--- src/rtl/rotary_pkg.sv ---
// Shared constants for the rotary-encoder operand-entry ALU:
// mode encodings, state indices, synchroniser depth, state count helper.
package rotary_pkg;

  localparam logic [1:0] MODE_ADD  = 2'b00;
  localparam logic [1:0] MODE_SUB  = 2'b01;
  localparam logic [1:0] MODE_ADDC = 2'b10;
  localparam logic [1:0] MODE_RSUB = 2'b11;

  localparam int ST_CLEAR = 0;
  localparam int ST_A0    = 1;

  localparam int SYNC_STAGES = 2;

  typedef enum logic {
    DIR_CW  = 1'b0,
    DIR_CCW = 1'b1
  } dir_e;

  // CLEAR + A digits + B digits + MODE + RESULT
  function automatic int calc_nstate(int width, int digit_w);
    return 2 * (width / digit_w) + 3;
  endfunction

endpackage

--- src/rtl/rotary_quad_decoder.sv ---
// Quadrature step decoder: 2-flop synchronisers, optional debounce
// filter (ROT_DEBOUNCE_EN), level/direction registers.
// Ports: clk, reset (async high), rot_a_i, rot_b_i in;
//        step_cw_o, step_ccw_o one-cycle step pulses out.
module rotary_quad_decoder
  import rotary_pkg::*;
#(
  parameter int DEBOUNCE_CYCLES = 16
) (
  input  logic clk,
  input  logic reset,
  input  logic rot_a_i,
  input  logic rot_b_i,
  output logic step_cw_o,
  output logic step_ccw_o
);

`ifdef ROT_DEBOUNCE_EN
  localparam bit DEB_EN = 1'b1;
`else
  localparam bit DEB_EN = 1'b0;
`endif

  // Synchronisers reset to 1 so an encoder resting at 11
  // looks unchanged when reset releases.
  logic [SYNC_STAGES-1:0] sa_q, sb_q;
  logic [1:0] raw, filt;

  always_ff @(posedge clk or posedge reset) begin
    if (reset) begin
      sa_q <= '1;
      sb_q <= '1;
    end else begin
      sa_q <= {sa_q[SYNC_STAGES-2:0], rot_a_i};
      sb_q <= {sb_q[SYNC_STAGES-2:0], rot_b_i};
    end
  end

  assign raw = {sa_q[SYNC_STAGES-1], sb_q[SYNC_STAGES-1]};

  if (DEB_EN && DEBOUNCE_CYCLES > 0) begin : g_deb
    localparam int CNT_W = $clog2(DEBOUNCE_CYCLES + 1);
    logic [1:0]            filt_q;
    logic [1:0][CNT_W-1:0] cnt_q;

    // Filtered bit flips on the DEBOUNCE_CYCLES-th
    // consecutive sample that disagrees with it.
    always_ff @(posedge clk or posedge reset) begin
      if (reset) begin
        filt_q <= '1;
        cnt_q  <= '0;
      end else begin
        for (int i = 0; i < 2; i++) begin
          if (raw[i] == filt_q[i]) begin
            cnt_q[i] <= '0;
          end else if (cnt_q[i] == CNT_W'(DEBOUNCE_CYCLES - 1)) begin
            filt_q[i] <= raw[i];
            cnt_q[i]  <= '0;
          end else begin
            cnt_q[i] <= cnt_q[i] + CNT_W'(1);
          end
        end
      end
    end

    assign filt = filt_q;
  end else begin : g_raw
    assign filt = raw;
  end

  logic level_q, prev_q;
  dir_e dir_q;

  // Level and its previous value reset to 1: the
  // first step needs a trip through 00.
  always_ff @(posedge clk or posedge reset) begin
    if (reset) begin
      level_q <= 1'b1;
      prev_q  <= 1'b1;
      dir_q   <= DIR_CW;
    end else begin
      prev_q <= level_q;
      unique case (filt)
        2'b00: level_q <= 1'b0;
        2'b11: level_q <= 1'b1;
        2'b01: dir_q   <= DIR_CW;
        2'b10: dir_q   <= DIR_CCW;
      endcase
    end
  end

  logic rise;
  assign rise       = level_q & ~prev_q;
  assign step_cw_o  = rise & (dir_q == DIR_CW);
  assign step_ccw_o = rise & (dir_q == DIR_CCW);

endmodule

--- src/rtl/rotary_alu.sv ---
// Rotary operand-entry ALU: walks a state index with encoder steps,
// loads A/B digits and mode on CW steps, registers ALU result.
// Ports: clk, reset (async high), ROT_A, ROT_B, holder in;
//        led (result+carry), ovf, step, step_pulse out.
// Optional debounce filter: define ROT_DEBOUNCE_EN.
module rotary_alu
  import rotary_pkg::*;
#(
  parameter int WIDTH           = 8,
  parameter int DIGIT_W         = 4,
  parameter int DEBOUNCE_CYCLES = 16,
  localparam int NSTATE = calc_nstate(WIDTH, DIGIT_W),
  localparam int SW     = $clog2(NSTATE)
) (
  input  logic               clk,
  input  logic               reset,
  input  logic               ROT_A,
  input  logic               ROT_B,
  input  logic [DIGIT_W-1:0] holder,
  output logic [WIDTH:0]     led,
  output logic               ovf,
  output logic [SW-1:0]      step,
  output logic               step_pulse
);

  localparam int NDIG    = WIDTH / DIGIT_W;
  localparam int ST_MODE = 2 * NDIG + 1;

  logic cw, ccw;

  rotary_quad_decoder #(
    .DEBOUNCE_CYCLES(DEBOUNCE_CYCLES)
  ) u_dec (
    .clk       (clk),
    .reset     (reset),
    .rot_a_i   (ROT_A),
    .rot_b_i   (ROT_B),
    .step_cw_o (cw),
    .step_ccw_o(ccw)
  );

  logic [SW-1:0]    step_q, step_d, dst;
  logic [WIDTH-1:0] a_q, a_d, b_q, b_d;
  logic [1:0]       mode_q, mode_d;
  logic [WIDTH:0]   led_q, sum;
  logic             ovf_q, ovf_c, pulse_q;

  always_comb begin
    step_d = step_q;
    a_d    = a_q;
    b_d    = b_q;
    mode_d = mode_q;
    dst    = step_q;
    if (cw) begin
      dst = (step_q == SW'(NSTATE - 1)) ? '0 : step_q + SW'(1);
    end else if (ccw) begin
      dst = (step_q == '0) ? SW'(NSTATE - 1) : step_q - SW'(1);
    end
    if (cw || ccw) step_d = dst;
    // Loads go to the destination slot, most
    // significant digit first.
    if (cw) begin
      for (int i = 0; i < NDIG; i++) begin
        if (dst == SW'(ST_A0 + i))
          a_d[WIDTH-1-i*DIGIT_W -: DIGIT_W] = holder;
        if (dst == SW'(ST_A0 + NDIG + i))
          b_d[WIDTH-1-i*DIGIT_W -: DIGIT_W] = holder;
      end
      if (dst == SW'(ST_MODE)) mode_d = holder[1:0];
    end
    if ((cw || ccw) && dst == SW'(ST_CLEAR)) begin
      a_d    = '0;
      b_d    = '0;
      mode_d = MODE_ADD;
    end
  end

  logic [WIDTH-1:0] op_x, op_y;
  logic             cin;

  // Every mode is one adder: x + y + cin.
  always_comb begin
    op_x = a_q;
    op_y = b_q;
    cin  = 1'b0;
    unique case (mode_q)
      MODE_ADD:  ;
      MODE_SUB: begin
        op_y = ~b_q;
        cin  = 1'b1;
      end
      MODE_ADDC: cin = 1'b1;
      MODE_RSUB: begin
        op_x = b_q;
        op_y = ~a_q;
        cin  = 1'b1;
      end
    endcase
    sum = {1'b0, op_x} + {1'b0, op_y}
        + {{WIDTH{1'b0}}, cin};
    ovf_c = (op_x[WIDTH-1] == op_y[WIDTH-1])
         && (sum[WIDTH-1] != op_x[WIDTH-1]);
  end

  always_ff @(posedge clk or posedge reset) begin
    if (reset) begin
      step_q  <= '0;
      a_q     <= '0;
      b_q     <= '0;
      mode_q  <= MODE_ADD;
      led_q   <= '0;
      ovf_q   <= 1'b0;
      pulse_q <= 1'b0;
    end else begin
      step_q  <= step_d;
      a_q     <= a_d;
      b_q     <= b_d;
      mode_q  <= mode_d;
      led_q   <= sum;
      ovf_q   <= ovf_c;
      pulse_q <= cw | ccw;
    end
  end

  assign led        = led_q;
  assign ovf        = ovf_q;
  assign step       = step_q;
  assign step_pulse = pulse_q;

endmodule

--- config.mk ---
export PLATFORM = sky130hd
export DESIGN_NAME = rotary_alu
export DESIGN_NICKNAME = d
export VERILOG_FILES = /design/src/rtl/rotary_pkg.sv /design/src/rtl/rotary_quad_decoder.sv /design/src/rtl/rotary_alu.sv
export SDC_FILE = /design/constraint.sdc
export NUM_CORES = 1
export LEC_CHECK = 0
export CAP_MARGIN = 20
export CORE_UTILIZATION = 51
export CTS_BUF_LIST = sky130_fd_sc_hd__clkbuf_8
export CTS_CLUSTER_SIZE = 12
export DETAILED_ROUTE_END_ITERATION = 8
export PLACE_DENSITY_LB_ADDON = 0.15
export SKIP_LAST_GASP = 1
export SLEW_MARGIN = 20
export SYNTH_ARGS = -nofsm -noshare
export SYNTH_HDL_FRONTEND = slang
export SYNTH_SLANG_ARGS = --single-unit
--- constraint.sdc ---
create_clock -name clk -period 3.5 [get_ports clk]
set_input_delay 1.05 -clock clk [delete_from_list [all_inputs] [get_ports clk]]
set_output_delay 1.05 -clock clk [all_outputs]
set_load 0.03 [all_outputs]
==> run summary <==
The Yosys step of the flow raised 0 warnings. For the pin with the worst max-slew slack, the measured transition is 567.2 ps. The clock transition at the register clock pins on the worst setup and hold paths after CTS is 80 ps. Of the synthesized area, sequential elements account for 42.08%. The netlist uses 47 different library cells.

In the post-route analysis, the smallest setup slack over all paths is 404.4 ps. The later pin in the worst-skew pair is clocked with a latency of 290 ps. The number of flip-flops and latches in the synthesized netlist is 39. The critical path data required time was 3680 ps.

Sorting the synthesized cells by area gives the leading types as dfrtp_1 (35%), mux2i_1 (11%), mux2_2 (7.7%). The worst register-to-register path ends at led[5]. The total area inside the core boundary comes to 0.004384 sq mm. After detailed routing, the number of remaining DRC violations is 0. For the maximum number of pins on one net before global-route repair, the log shows 40. In this run the most critical hold path is launched from u_dec.sa_q[0]. The startpoint of the worst-slack reg-to-reg timing path was mode_q[0]. Setup repair after global routing left no endpoint under its margin. The logs give 323.0 MHz for the upper clock frequency limit and 400 ps for the register-to-register path setup slack. The placer congestion estimate was 0.8076.

Global routing finished with a remaining overflow of 0. The commonest cells after synthesis are dfrtp_1 (33), mux2i_1 (26), nor2_1 (21), mux2_2 (16), ha_1 (14). For the starting utilization of the core area, the log shows 53.31%.

Along the worst path, the maximum fanout reaches 11. In the routed layout, each cell is associated on average with a via count of 5.524. The tree is rooted in a clkbuf_8.

The floorplan has 24 rows. In this run the worst hold path is classified as flop to flop. The area growth from synthesis to layout is 15.52%. The data arrival time of the critical path was 3280 ps. The die covers 0.004857 sq mm. The first routing iteration left 86 violations. For the number of pins exceeding their max-slew limit in the final report, the log shows 0. Origin of the worst setup path: mode_q[0]. The tools report the total nets after synthesis as 222. The cts-stage hold buffer count is 0. The areal power density over the cells was 978.3 mW/mm^2. Post-DP HPWL: 3269 um.

The I/O pin count is 22. Path type of the worst setup path: flop to flop. After synthesis, the largest area contributor takes up 35.33% of total cell area. Yosys mapped a number of flops with a built-in enable equal to 0.

In this run the cell area of the synthesized design comes to 0.002337 sq mm. VDD sags by at most 0.4855 mV. In this run the mean area of a mapped cell was 11.80 sq um. The tree built by TritonCTS fans out to 39 sinks. The share of flip-flops with an asynchronous set or reset after synthesis works out to 100.0%.

The vias after detailed routing is 1,519, and the share of post-route cells with drive strength above 1 is 23.77%. STA classifies the critical path startpoint as a flop. The average wire per cell in the routed design was 15.90 um.

The post-route minimum period works out to 3096 ps. The final period utilization is 88.45%, and the leakage component of the power is 0.001189 uW. Once detail routing completed, the nets flagged for antenna violations numbered 0. The tools report the final sum of negative setup slack as 0 ps.

The critical path ends at led[5]. TritonCTS built the clock tree. The library cell with the highest instance count after synthesis is dfrtp_1. Summed over all layers, the routed wires come to 4372 um. For the initial antenna violation count, the log shows 0. The number of global-route vias before repair was 1,615; the depth of the most critical reg-to-reg path was 8. The flow ran to the end, and the final reports show no timing, DRC or antenna violations. Worst setup slack after placement: 434.2 ps. The synthesized design spends more area on one cell type than any other, namely dfrtp_1.

In this run the tool buffered the top-level ports with 21 buffer cells. For the final hold violation count, the log shows 0. For the count of filler cells inserted in the layout, the log shows 343. Die outline height: 69.70 um. The tools report the number of buffers on the longest clock path as 2. From left edge to right edge, the die measures 69.70 um. Cells fill 61.59% of the core in the end.

The first-pass GRT wire length was 7817 um. The logs give 0 for the max-cap violation count and 20.34% for the overall routing resource usage. For this run, the detailed router's first-pass iteration total came to 4. The number of antenna diodes in the final layout is 0. In this run the number of H-tree levels came out at 2.

Number of instances in the synthesized netlist: 198. The tools report the category of the worst setup path capture point as a flop. Setup violations remaining at the end of the flow were counted as 0. Between clock sinks in the finished design, the worst skew comes to 6.131 ps. For the number of clock buffers inserted by TritonCTS, the log shows 5. Gates resized during post-CTS repair numbered 0. At the end of the flow, the number of nets in the layout was 246.

In the synthesized netlist the dominant register cell turns out to be dfrtp_1. The normalized max-slew margin is 62.18%, and the post-CTS setup buffer count is 0.
registers in the layout, summed over array words and instances, names as in the netlist, 2 cells and up:
signal      flops
u_dec.sb_q      2
u_dec.sa_q      2
led             9
b_q             8
step            3
mode_q          2
a_q             8
cells in the final DEF, fill, tap and decap left out, types with 5 or more instances in the layout:
master,netlist,final
nand2_1,9,9
o21ai_0,5,5
mux2i_1,26,26
clkdlybuf4s50_1,0,21
dfrtp_1,33,33
clkbuf_8,0,6
nor2_1,21,21
inv_1,9,9
mux2_2,16,16
ha_1,14,14
dfstp_2,6,6
stage by stage:
stage	hold slack (ps)	area, sq um	cells	total power (uW)
floorplan	345.2	2337	198	1900
global placement	346.8	2582	267	2195
detailed placement	347.3	2582	267	2257
CTS	358.8	2700	275	2658
global route	365.6	2700	275	2857
finish	357.6	2700	275	2642
final cells by class:
type | count | area (sq um) | area share (%)
tap | 52 | 65.06 | 2.410
clock inverter | 2 | 35.03 | 1.297
clock buffer | 6 | 82.58 | 3.058
inverter | 10 | 37.54 | 1.390
sequential | 39 | 983.4 | 36.42
timing repair buffer | 23 | 225.2 | 8.341
multi-input combinational | 143 | 1271 | 47.08
where the power goes:
| part | switching (uW) | internal, uW |
|---|---|---|
| Sequential | 162 | 633 |
| Combinational | 776 | 680 |
| Clock | 160 | 231 |
kinds of logic (layout without fill, tap and decap cells):
kind of cell | count (synthesis) | count (layout) | share of synthesized area [%]
and+or+nand+nor | 55 | 55 | 14.67
xor gates and xnor gates | 5 | 5 | 1.874
muxes | 42 | 42 | 18.84
buffers and inverters | 16 | 41 | 3.533
AOI/OAI and AO/OA | 25 | 25 | 9.797
DFF | 39 | 39 | 42.08
adders and majority gates | 16 | 16 | 9.208
how the worst min path moves through the flow:
stage / to / slack (ps) / cells after the start
finish: u_dec.sa_q[1] / 360 / 0
global route: u_dec.sa_q[1] / 370 / 0
CTS: u_dec.sb_q[1] / 360 / 0
detailed placement: u_dec.sb_q[1] / 350 / 0
global placement: u_dec.sb_q[1] / 350 / 0
floorplan: u_dec.sa_q[1] / 350 / 0
routing by layer:
metal / part of all wire [%] / vias to the layer above / global-route usage [%]
met5: 0 / - / 0
met4: 1.3 / 0 / 6.000
met3: 3.0 / 6 / 4.215
met2: 49 / 24 / 33.66
met1: 47 / 745 / 26.98
li1: - / 744 / -
worst max-delay path: stages, from the launching register on:
cell and delay (ps):
dfrtp_1 600, nand2_1 350, mux2_2 410, ha_1 290
nor2b_1 120, o21ai_0 210, a21boi_0 230, or4b_2 650
o311ai_0 120
(Power assumes the default switching activity.)
